--- src/rtl/phaser_out_tap_ctrl.sv ---
// Command sequencer for one PHASER_OUT: issues single-cycle fine/coarse step,
// counter load and counter read pulses, tracks tap positions and aborts on range or overflow.
module phaser_out_tap_ctrl #(
    parameter int SETTLE_CYCLES = 8,
    parameter int READ_LAT      = 3,
    parameter int FINE_MAX      = 63,
    parameter int COARSE_MAX    = 7
) (
    input  logic       SYSCLK,
    input  logic       RST,
    input  logic       CMD_VALID,
    output logic       CMD_READY,
    input  logic [1:0] CMD_OP,
    input  logic       CMD_INC,
    input  logic [5:0] CMD_COUNT,
    input  logic [8:0] CMD_LOADVAL,
    output logic       DONE,
    output logic       ERR,
    output logic [8:0] RSP_DATA,
    output logic [5:0] FINE_TAP,
    output logic [2:0] COARSE_TAP,
    output logic       FINEENABLE,
    output logic       FINEINC,
    output logic       COARSEENABLE,
    output logic       COARSEINC,
    output logic       COUNTERLOADEN,
    output logic [8:0] COUNTERLOADVAL,
    output logic       COUNTERREADEN,
    input  logic [8:0] COUNTERREADVAL,
    input  logic       FINEOVERFLOW,
    input  logic       COARSEOVERFLOW
);

    typedef enum logic [2:0] {
        IDLE    = 3'd0,
        CHECK   = 3'd1,
        PULSE   = 3'd2,
        SETTLE  = 3'd3,
        RD_WAIT = 3'd4,
        FINISH  = 3'd5
    } state_t;

    localparam logic [1:0] OP_FINE   = 2'b00;
    localparam logic [1:0] OP_COARSE = 2'b01;
    localparam logic [1:0] OP_LOAD   = 2'b10;
    localparam logic [1:0] OP_READ   = 2'b11;

    localparam logic [7:0] SETTLE_LOAD = 8'(SETTLE_CYCLES - 1);
    localparam logic [3:0] READ_LOAD   = 4'(READ_LAT - 1);
    localparam logic [5:0] FINE_TOP    = 6'(FINE_MAX);
    localparam logic [2:0] COARSE_TOP  = 3'(COARSE_MAX);

    state_t     state, next_state;
    logic [1:0] op_q;
    logic       inc_q;
    logic [5:0] count_q;
    logic [8:0] loadval_q;
    logic [7:0] settle_cnt;
    logic [3:0] rd_cnt;
    logic       err_q, next_err;

    logic fine_lim, coarse_lim, at_limit, ovf_hit, in_pulse;

    assign fine_lim   = inc_q ? (FINE_TAP == FINE_TOP)     : (FINE_TAP == 6'd0);
    assign coarse_lim = inc_q ? (COARSE_TAP == COARSE_TOP) : (COARSE_TAP == 3'd0);
    assign at_limit   = (op_q == OP_FINE) ? fine_lim : coarse_lim;
    // Only the overflow flag belonging to the line just stepped can abort.
    assign ovf_hit    = ((op_q == OP_FINE) && FINEOVERFLOW) ||
                        ((op_q == OP_COARSE) && COARSEOVERFLOW);
    assign in_pulse   = (state == PULSE);

    assign CMD_READY      = (state == IDLE);
    assign DONE           = (state == FINISH);
    assign ERR            = DONE && err_q;
    assign FINEENABLE     = in_pulse && (op_q == OP_FINE);
    assign FINEINC        = FINEENABLE && inc_q;
    assign COARSEENABLE   = in_pulse && (op_q == OP_COARSE);
    assign COARSEINC      = COARSEENABLE && inc_q;
    assign COUNTERLOADEN  = in_pulse && (op_q == OP_LOAD);
    assign COUNTERLOADVAL = COUNTERLOADEN ? loadval_q : 9'd0;
    assign COUNTERREADEN  = in_pulse && (op_q == OP_READ);

    always_ff @(posedge SYSCLK or posedge RST) begin
        if (RST) begin
            state <= IDLE;
            err_q <= 1'b0;
        end else begin
            state <= next_state;
            err_q <= next_err;
        end
    end

    always_comb begin
        next_state = state;
        next_err   = err_q;
        case (state)
            IDLE: begin
                if (CMD_VALID) begin
                    next_err   = 1'b0;
                    next_state = CMD_OP[1] ? PULSE : CHECK;
                end
            end
            CHECK: begin
                if (count_q == 6'd0) begin
                    next_err   = 1'b0;
                    next_state = FINISH;
                end else if (at_limit) begin
                    next_err   = 1'b1;
                    next_state = FINISH;
                end else begin
                    next_state = PULSE;
                end
            end
            PULSE: next_state = (op_q == OP_READ) ? RD_WAIT : SETTLE;
            SETTLE: begin
                if (ovf_hit) begin
                    next_err   = 1'b1;
                    next_state = FINISH;
                end else if (settle_cnt == 8'd0) begin
                    next_err   = 1'b0;
                    next_state = (op_q == OP_LOAD) ? FINISH : CHECK;
                end
            end
            RD_WAIT: begin
                if (rd_cnt == 4'd0) begin
                    next_err   = 1'b0;
                    next_state = FINISH;
                end
            end
            FINISH:  next_state = IDLE;
            default: next_state = IDLE;
        endcase
    end

    // Command latch, tap tracking and settle/read-latency counters.
    always_ff @(posedge SYSCLK or posedge RST) begin
        if (RST) begin
            op_q       <= OP_FINE;
            inc_q      <= 1'b0;
            count_q    <= 6'd0;
            loadval_q  <= 9'd0;
            settle_cnt <= 8'd0;
            rd_cnt     <= 4'd0;
            RSP_DATA   <= 9'd0;
            FINE_TAP   <= 6'd0;
            COARSE_TAP <= 3'd0;
        end else begin
            case (state)
                IDLE: begin
                    if (CMD_VALID) begin
                        op_q      <= CMD_OP;
                        inc_q     <= CMD_INC;
                        count_q   <= CMD_COUNT;
                        loadval_q <= CMD_LOADVAL;
                    end
                end
                PULSE: begin
                    settle_cnt <= SETTLE_LOAD;
                    rd_cnt     <= READ_LOAD;
                    case (op_q)
                        OP_FINE: begin
                            FINE_TAP <= inc_q ? FINE_TAP + 6'd1 : FINE_TAP - 6'd1;
                            count_q  <= count_q - 6'd1;
                        end
                        OP_COARSE: begin
                            COARSE_TAP <= inc_q ? COARSE_TAP + 3'd1 : COARSE_TAP - 3'd1;
                            count_q    <= count_q - 6'd1;
                        end
                        OP_LOAD: FINE_TAP <= loadval_q[5:0];
                        default: ;
                    endcase
                end
                SETTLE: begin
                    if (settle_cnt != 8'd0)
                        settle_cnt <= settle_cnt - 8'd1;
                end
                RD_WAIT: begin
                    if (rd_cnt == 4'd0)
                        RSP_DATA <= COUNTERREADVAL;
                    else
                        rd_cnt <= rd_cnt - 4'd1;
                end
                default: ;
            endcase
        end
    end

endmodule

--- config.mk ---
export PLATFORM = sky130hd
export DESIGN_NAME = phaser_out_tap_ctrl
export DESIGN_NICKNAME = d
export VERILOG_FILES = /design/src/rtl/phaser_out_tap_ctrl.sv
export SDC_FILE = /design/constraint.sdc
export NUM_CORES = 1
export LEC_CHECK = 0
export CAP_MARGIN = 0
export CELL_PAD_IN_SITES_DETAIL_PLACEMENT = 0
export CELL_PAD_IN_SITES_GLOBAL_PLACEMENT = 1
export CORE_MARGIN = 4
export CORE_UTILIZATION = 35
export CTS_CLUSTER_DIAMETER = 150
export DETAILED_ROUTE_END_ITERATION = 12
export PLACE_DENSITY_LB_ADDON = 0.1
export SYNTH_ARGS = -nofsm -noshare
export SYNTH_HDL_FRONTEND = slang
export SYNTH_SLANG_ARGS = --single-unit
--- constraint.sdc ---
create_clock -name SYSCLK -period 2.7 [get_ports SYSCLK]
set_clock_uncertainty 0.15 [all_clocks]
set_input_delay 0.54 -clock SYSCLK [delete_from_list [all_inputs] [get_ports SYSCLK]]
set_output_delay 0.54 -clock SYSCLK [all_outputs]
set_load 0.005 [all_outputs]
* Word level (Yosys, flattened, before mapping)
Cells that the tools add are included.
** Storage, ports and cells
- Output and inout port bits :: 36
- Latch bits :: 0
- Memories kept :: 0
- Bits of input ports :: 32
- Flip-flop bits (word level) :: 52
- Memory bits (writable) :: 0
- Bits in read-only memories :: 0
- Logic and storage cells :: 99
** Cells by class
- Add/subtract/negate cells :: 7
- Div/mod/pow operators :: 0
- Shifts and indexed selects :: 0
- Reduce and logical (&&, ||, !) cells :: 33
- Eq/ne operators :: 17
- Bitwise logic cells :: 0
- Multipliers :: 0
- $lt $le $gt $ge :: 0
- Mux-type cells :: 31
** Operator list (number)
- 2-to-1 mux 3 bit :: 9
- one-hot mux 6 bit (2 select lines) :: 2
- 2-to-1 mux 6 bit :: 3
- one-hot mux 8 bit (2 select lines) :: 1
- one-hot mux 3 bit (5 select lines) :: 1
- zero test 6 bit :: 2
- AND reduction 2 bit :: 6
- subtractor 6 x 1 -> 6 bit, second input constant :: 2
- inequality test 2 bit, second input constant :: 5
- == test 3 bit, second input constant :: 3
- logical AND 1 bit :: 9
- 2-to-1 mux 1 bit :: 9
- 2-to-1 mux 9 bit :: 1
- zero test 8 bit :: 1
- 2-to-1 mux 8 bit :: 1
- one-hot mux 4 bit (2 select lines) :: 1
- nonzero test 2 bit :: 4
- nonzero test 8 bit :: 1
- subtractor 8 x 1 -> 8 bit, second input constant :: 1
- adder 6 x 1 -> 6 bit, second input constant :: 1
- == test 3 x 2 -> 1 bit, second input constant :: 2
- == test 6 bit, second input constant :: 1
- zero test 3 bit :: 2
- inequality test 3 bit, second input constant :: 2
- 16 further kinds :: 18

* Depth between registers and ports, before layout
- Word-level depth :: 6
- Depth in mapped cells :: 8
- Gate-level depth less buffers :: 7

* Worst setup path before layout
Ideal clock, no wire load.
- Kind :: reg2reg
- Start :: register inc_q
- End :: register FINE_TAP[5]
- Setup slack :: 0.185 ns
- Path buffers :: 1
- Required time :: 2.426 ns
- Setup time :: 0.124 ns
- Arrival time :: 2.241 ns
- Cell stages (with the launch flop) :: 9
- Clock period less this slack :: 2.515 ns
- Cell sequence :: dfrtp_1 buf_2 inv_1 ha_1 o21ai_0 or4b_1 o2111ai_1 mux2_1 a211o_2
** Between the ends
- Word-level cells in the longest chain between the ends :: 2
** Ends and longest elaborated chain
- from (decl) :: RTL line 55 : logic inc_q;
- from (signal assigned) :: RTL line 139 : inc_q <= 1'b0;
- from (signal assigned) :: RTL line 152 : inc_q <= CMD_INC;
- 2-to-1 mux 6 bit :: RTL line 162 : FINE_TAP <= inc_q ? FINE_TAP + 6'd1 : FINE_TAP - 6'd1;
- one-hot mux 6 bit (2 select lines) :: RTL line 160 : case (op_q)
- to (signal assigned) :: RTL line 162
- to (signal assigned) :: RTL line 169 : OP_LOAD: FINE_TAP <= loadval_q[5:0];
- to (decl) :: RTL line 20 : output logic [5:0] FINE_TAP,
No other way between the ends.
A chain may end at the register's enable or synchronous reset.

* Final worst setup path
- Start :: register state[2]
- End :: output port COARSEINC
** Between the ends
- Word-level cells in the longest chain between the ends :: 3
** Ends and longest elaborated chain
- from (decl) :: RTL line 53 : state_t state, next_state;
- from (signal assigned) :: RTL line 88 : state <= next_state;
- == test 3 x 2 -> 1 bit :: RTL line 70 : assign in_pulse = (state == PULSE);
- logical AND 1 bit :: RTL line 77 : assign COARSEENABLE = in_pulse && (op_q == OP_COARSE);
- logical AND 1 bit :: RTL line 78 : assign COARSEINC = COARSEENABLE && inc_q;
- to (decl) :: RTL line 25 : output logic COARSEINC,
No other way between the ends.

==> impl_metrics.toml <==
[cells_and_area]
fin_cells = 483
nNetsFinal = 422
final_cell_mix = "clkdlybuf4s50_1 (62), dfrtp_1 (50), nor2_1 (23)"
layout-drive-gt1-share_pct = 16.9
final_common_cell = "clkdlybuf4s50_1"
final_core_util_pct = 48.6
area_growth_pct = 34.1
num_antenna_cells = 0

[route]
wl_mm = 7.69
via_count = 2531
vias_per_cell = 5.24
wl_per_cell_um = 15.9
dr.pass1.iters = 4
ant_nets = 0
drc = 0
initialDrtViolationCount = 110

[logic_synthesis]
ys_ff_latch = 52
async_flop_share_pct = 100
synth_top_area_share_pct = 43.3
yosysSeqAreaShare_pct = 43.3
syn_nets = 344
synth_enable_flop_cells = 0
synthCells = 301
synth_cell_types = 59
synth_area_leader_cell = "dfrtp_1"
synth_area_per_cell_um2 = 9.98
ys.warnings.count = 0
ys.flop_type = "dfrtp_1"
synth_area_mm2 = 0.00301
ys_top_cells_by_area = "dfrtp_1 (43%), mux2_2 (7.9%), ha_1 (3.7%)"

[critical_path]
timing.rr.end = "FINE_TAP[5]"
r2r_start = "inc_q"
path_cells = "buf_4, nor4b_2, nand2_1, nor2_1, clkdlybuf4s50_1"
cp-start-kind = "flop"
crit_slowest_cell = "clkdlybuf4s50_1"
cp_slowest_stage_delay_ns = 0.51
worst-path-buf-inv = 2
ff2ff_path_depth = 7
end_kind = "output pin"
worst-path-max-fanout = 3
reg2reg_slack_ns = 0.18
crit_required_ns = 2.01
worst-endpoint-arrival_ns = 1.95
cpLargestDelayFamily = "buffers and inverters"
setup.worst_path.class = "reg -> out"

[die]
die_w_um = 101
io-pin-count = 68
core-area_mm2 = 0.00830
die_area_mm2 = 0.0101
die_h_um = 101
start_util_pct = 36.2
rows = 33

[placement]
port_buffers = 67
dp_cells = 471
gp_congestion = 0.799
hpwl_mm = 5.48

[timing]
grt_setup_unrepaired = "true"
whs_ns = 0.356
hold_violations = 0
maxSlewHeadroom_pct = 51.0
setup_viol = 0
period_share_pct = 97.8
fin_crit_ns = 2.64
clock.fmax_mhz = 379
slew_viol_final = 0
worst_pin_slew_ns = 0.732

[clock_tree]
cts_inserted_buffers = 5
cts_tree = "done"
h-tree-depth = 2
cts_root_buffer = "clkbuf_8"
clock_latency_ns = 0.30
cts_sinks = 52
path_clk_slew_ns = 0.09
holdBufCountCts = 0
clk_path_buf_depth = 2

[global_route]
grt_pass1_wl_mm = 12.6
gr-total-overflow = 0
grt_pass1_vias = 2485
grt.total_usage_pct = 15.7
antenna_found_initial = 0
grt_max_degree = 33

[hold_path]
hold_depth = 1
whs_endpoint = "loadval_q[6]"
min_from = "loadval_q[6]"
hp-class = "reg -> reg"

[power_and_ir_drop]
power.density_mw_per_mm2 = 1050
p_leak_nw = 1.80
vdd_drop_max_mv = 0.495

[run]
cap_violations = 0

[outcome]
status = "finished, final reports clean"
through the flow:
step | instance area, um2 | TNS [ns] | power, W | worst slack (ns)
2_1_floorplan | 3010 | 0 | 0.00282 | 0.185
3_3_place_gp | 3840 | 0 | 0.00363 | 0.225
3_5_place_dp | 3840 | 0 | 0.00365 | 0.193
4_1_cts | 3950 | 0 | 0.00420 | 0.0140
5_1_grt | 4030 | -0.263 | 0.00459 | -0.0718
6_report | 4030 | 0 | 0.00422 | 0.0594
synth_stat cells, drive strengths merged (3+ instances only):
library cell,number
nor2,25
xor2,9
mux2i,3
mux2,22
o22a,3
nor4,3
buf,12
a21oi,20
o211ai,5
inv,14
nor3b,6
and3,12
nand2,18
clkbuf,5
o21ai,19
xnor2,3
nand3b,3
dfrtp,52
nor3,10
ha,9
nand3,7
or3,3
registers in the layout, summed over array words and instances, names as in the netlist:
signal      flops
COARSE_TAP      3
FINE_TAP        6
RSP_DATA        9
count_q         6
err_q           1
inc_q           1
loadval_q       9
op_q            2
rd_cnt          4
settle_cnt      8
state           3
area by class of cell:
class,instances,area (um2)
Clock buffer,5,68.8
Clock inverter,1,30.0
Fill cell,785,4270
Inverter,14,52.6
Multi-Input combinational cell,218,1580
Sequential cell,52,1300
Tap cell,105,131
Timing Repair Buffer,88,861
per-layer routing:
| metal | global-route usage, % | routed length, um | up-vias | share of wire [%] |
|---|---|---|---|---|
| met4 | 4.97 | 121 | 0 | 1.6 |
| met2 | 22.4 | 3170 | 83 | 41 |
| met5 | 0 | 0 | - | 0 |
| met3 | 5.47 | 662 | 10 | 8.6 |
| met1 | 22.2 | 3730 | 1206 | 49 |
| li1 | - | - | 1232 | - |
cell families after synthesis:
| family | after synthesis | share of synthesized area [%] |
|---|---|---|
| flops | 52 | 43.3 |
| compound gates | 65 | 13.8 |
| simple gates | 105 | 20.2 |
| xor+xnor | 12 | 3.50 |
| fa+ha+maj | 11 | 5.08 |
| buf+inv | 31 | 4.87 |
| mux | 25 | 9.24 |
power breakdown:
group          leakage [nW]  internal [W]  switching (W)
Sequential            0.623       0.00111       0.000312
Clock                0.0501      0.000267       0.000252
Combinational          1.12       0.00121        0.00107
worst max-delay path by stage:
stage	startpoint	to	slack (ns)	depth (start not counted)
global placement	inc_q	FINE_TAP[5]	0.23	7
floorplan	inc_q	FINE_TAP[5]	0.18	8
finish	state[2]	COARSEINC	0.06	5
detailed placement	inc_q	FINE_TAP[5]	0.19	7
global route	state[2]	COARSEINC	-0.07	5
CTS	state[0]	COUNTERLOADVAL[5]	0.01	5
what timing repair did:
item / in CTS / in global routing
resized for setup: 2 / 14
setup buffers: 0 / 5
pin swaps: 0 / 1
cloned: 0 / 1
setup endpoints to repair: 3 / 12
(Power assumes the default switching activity.)
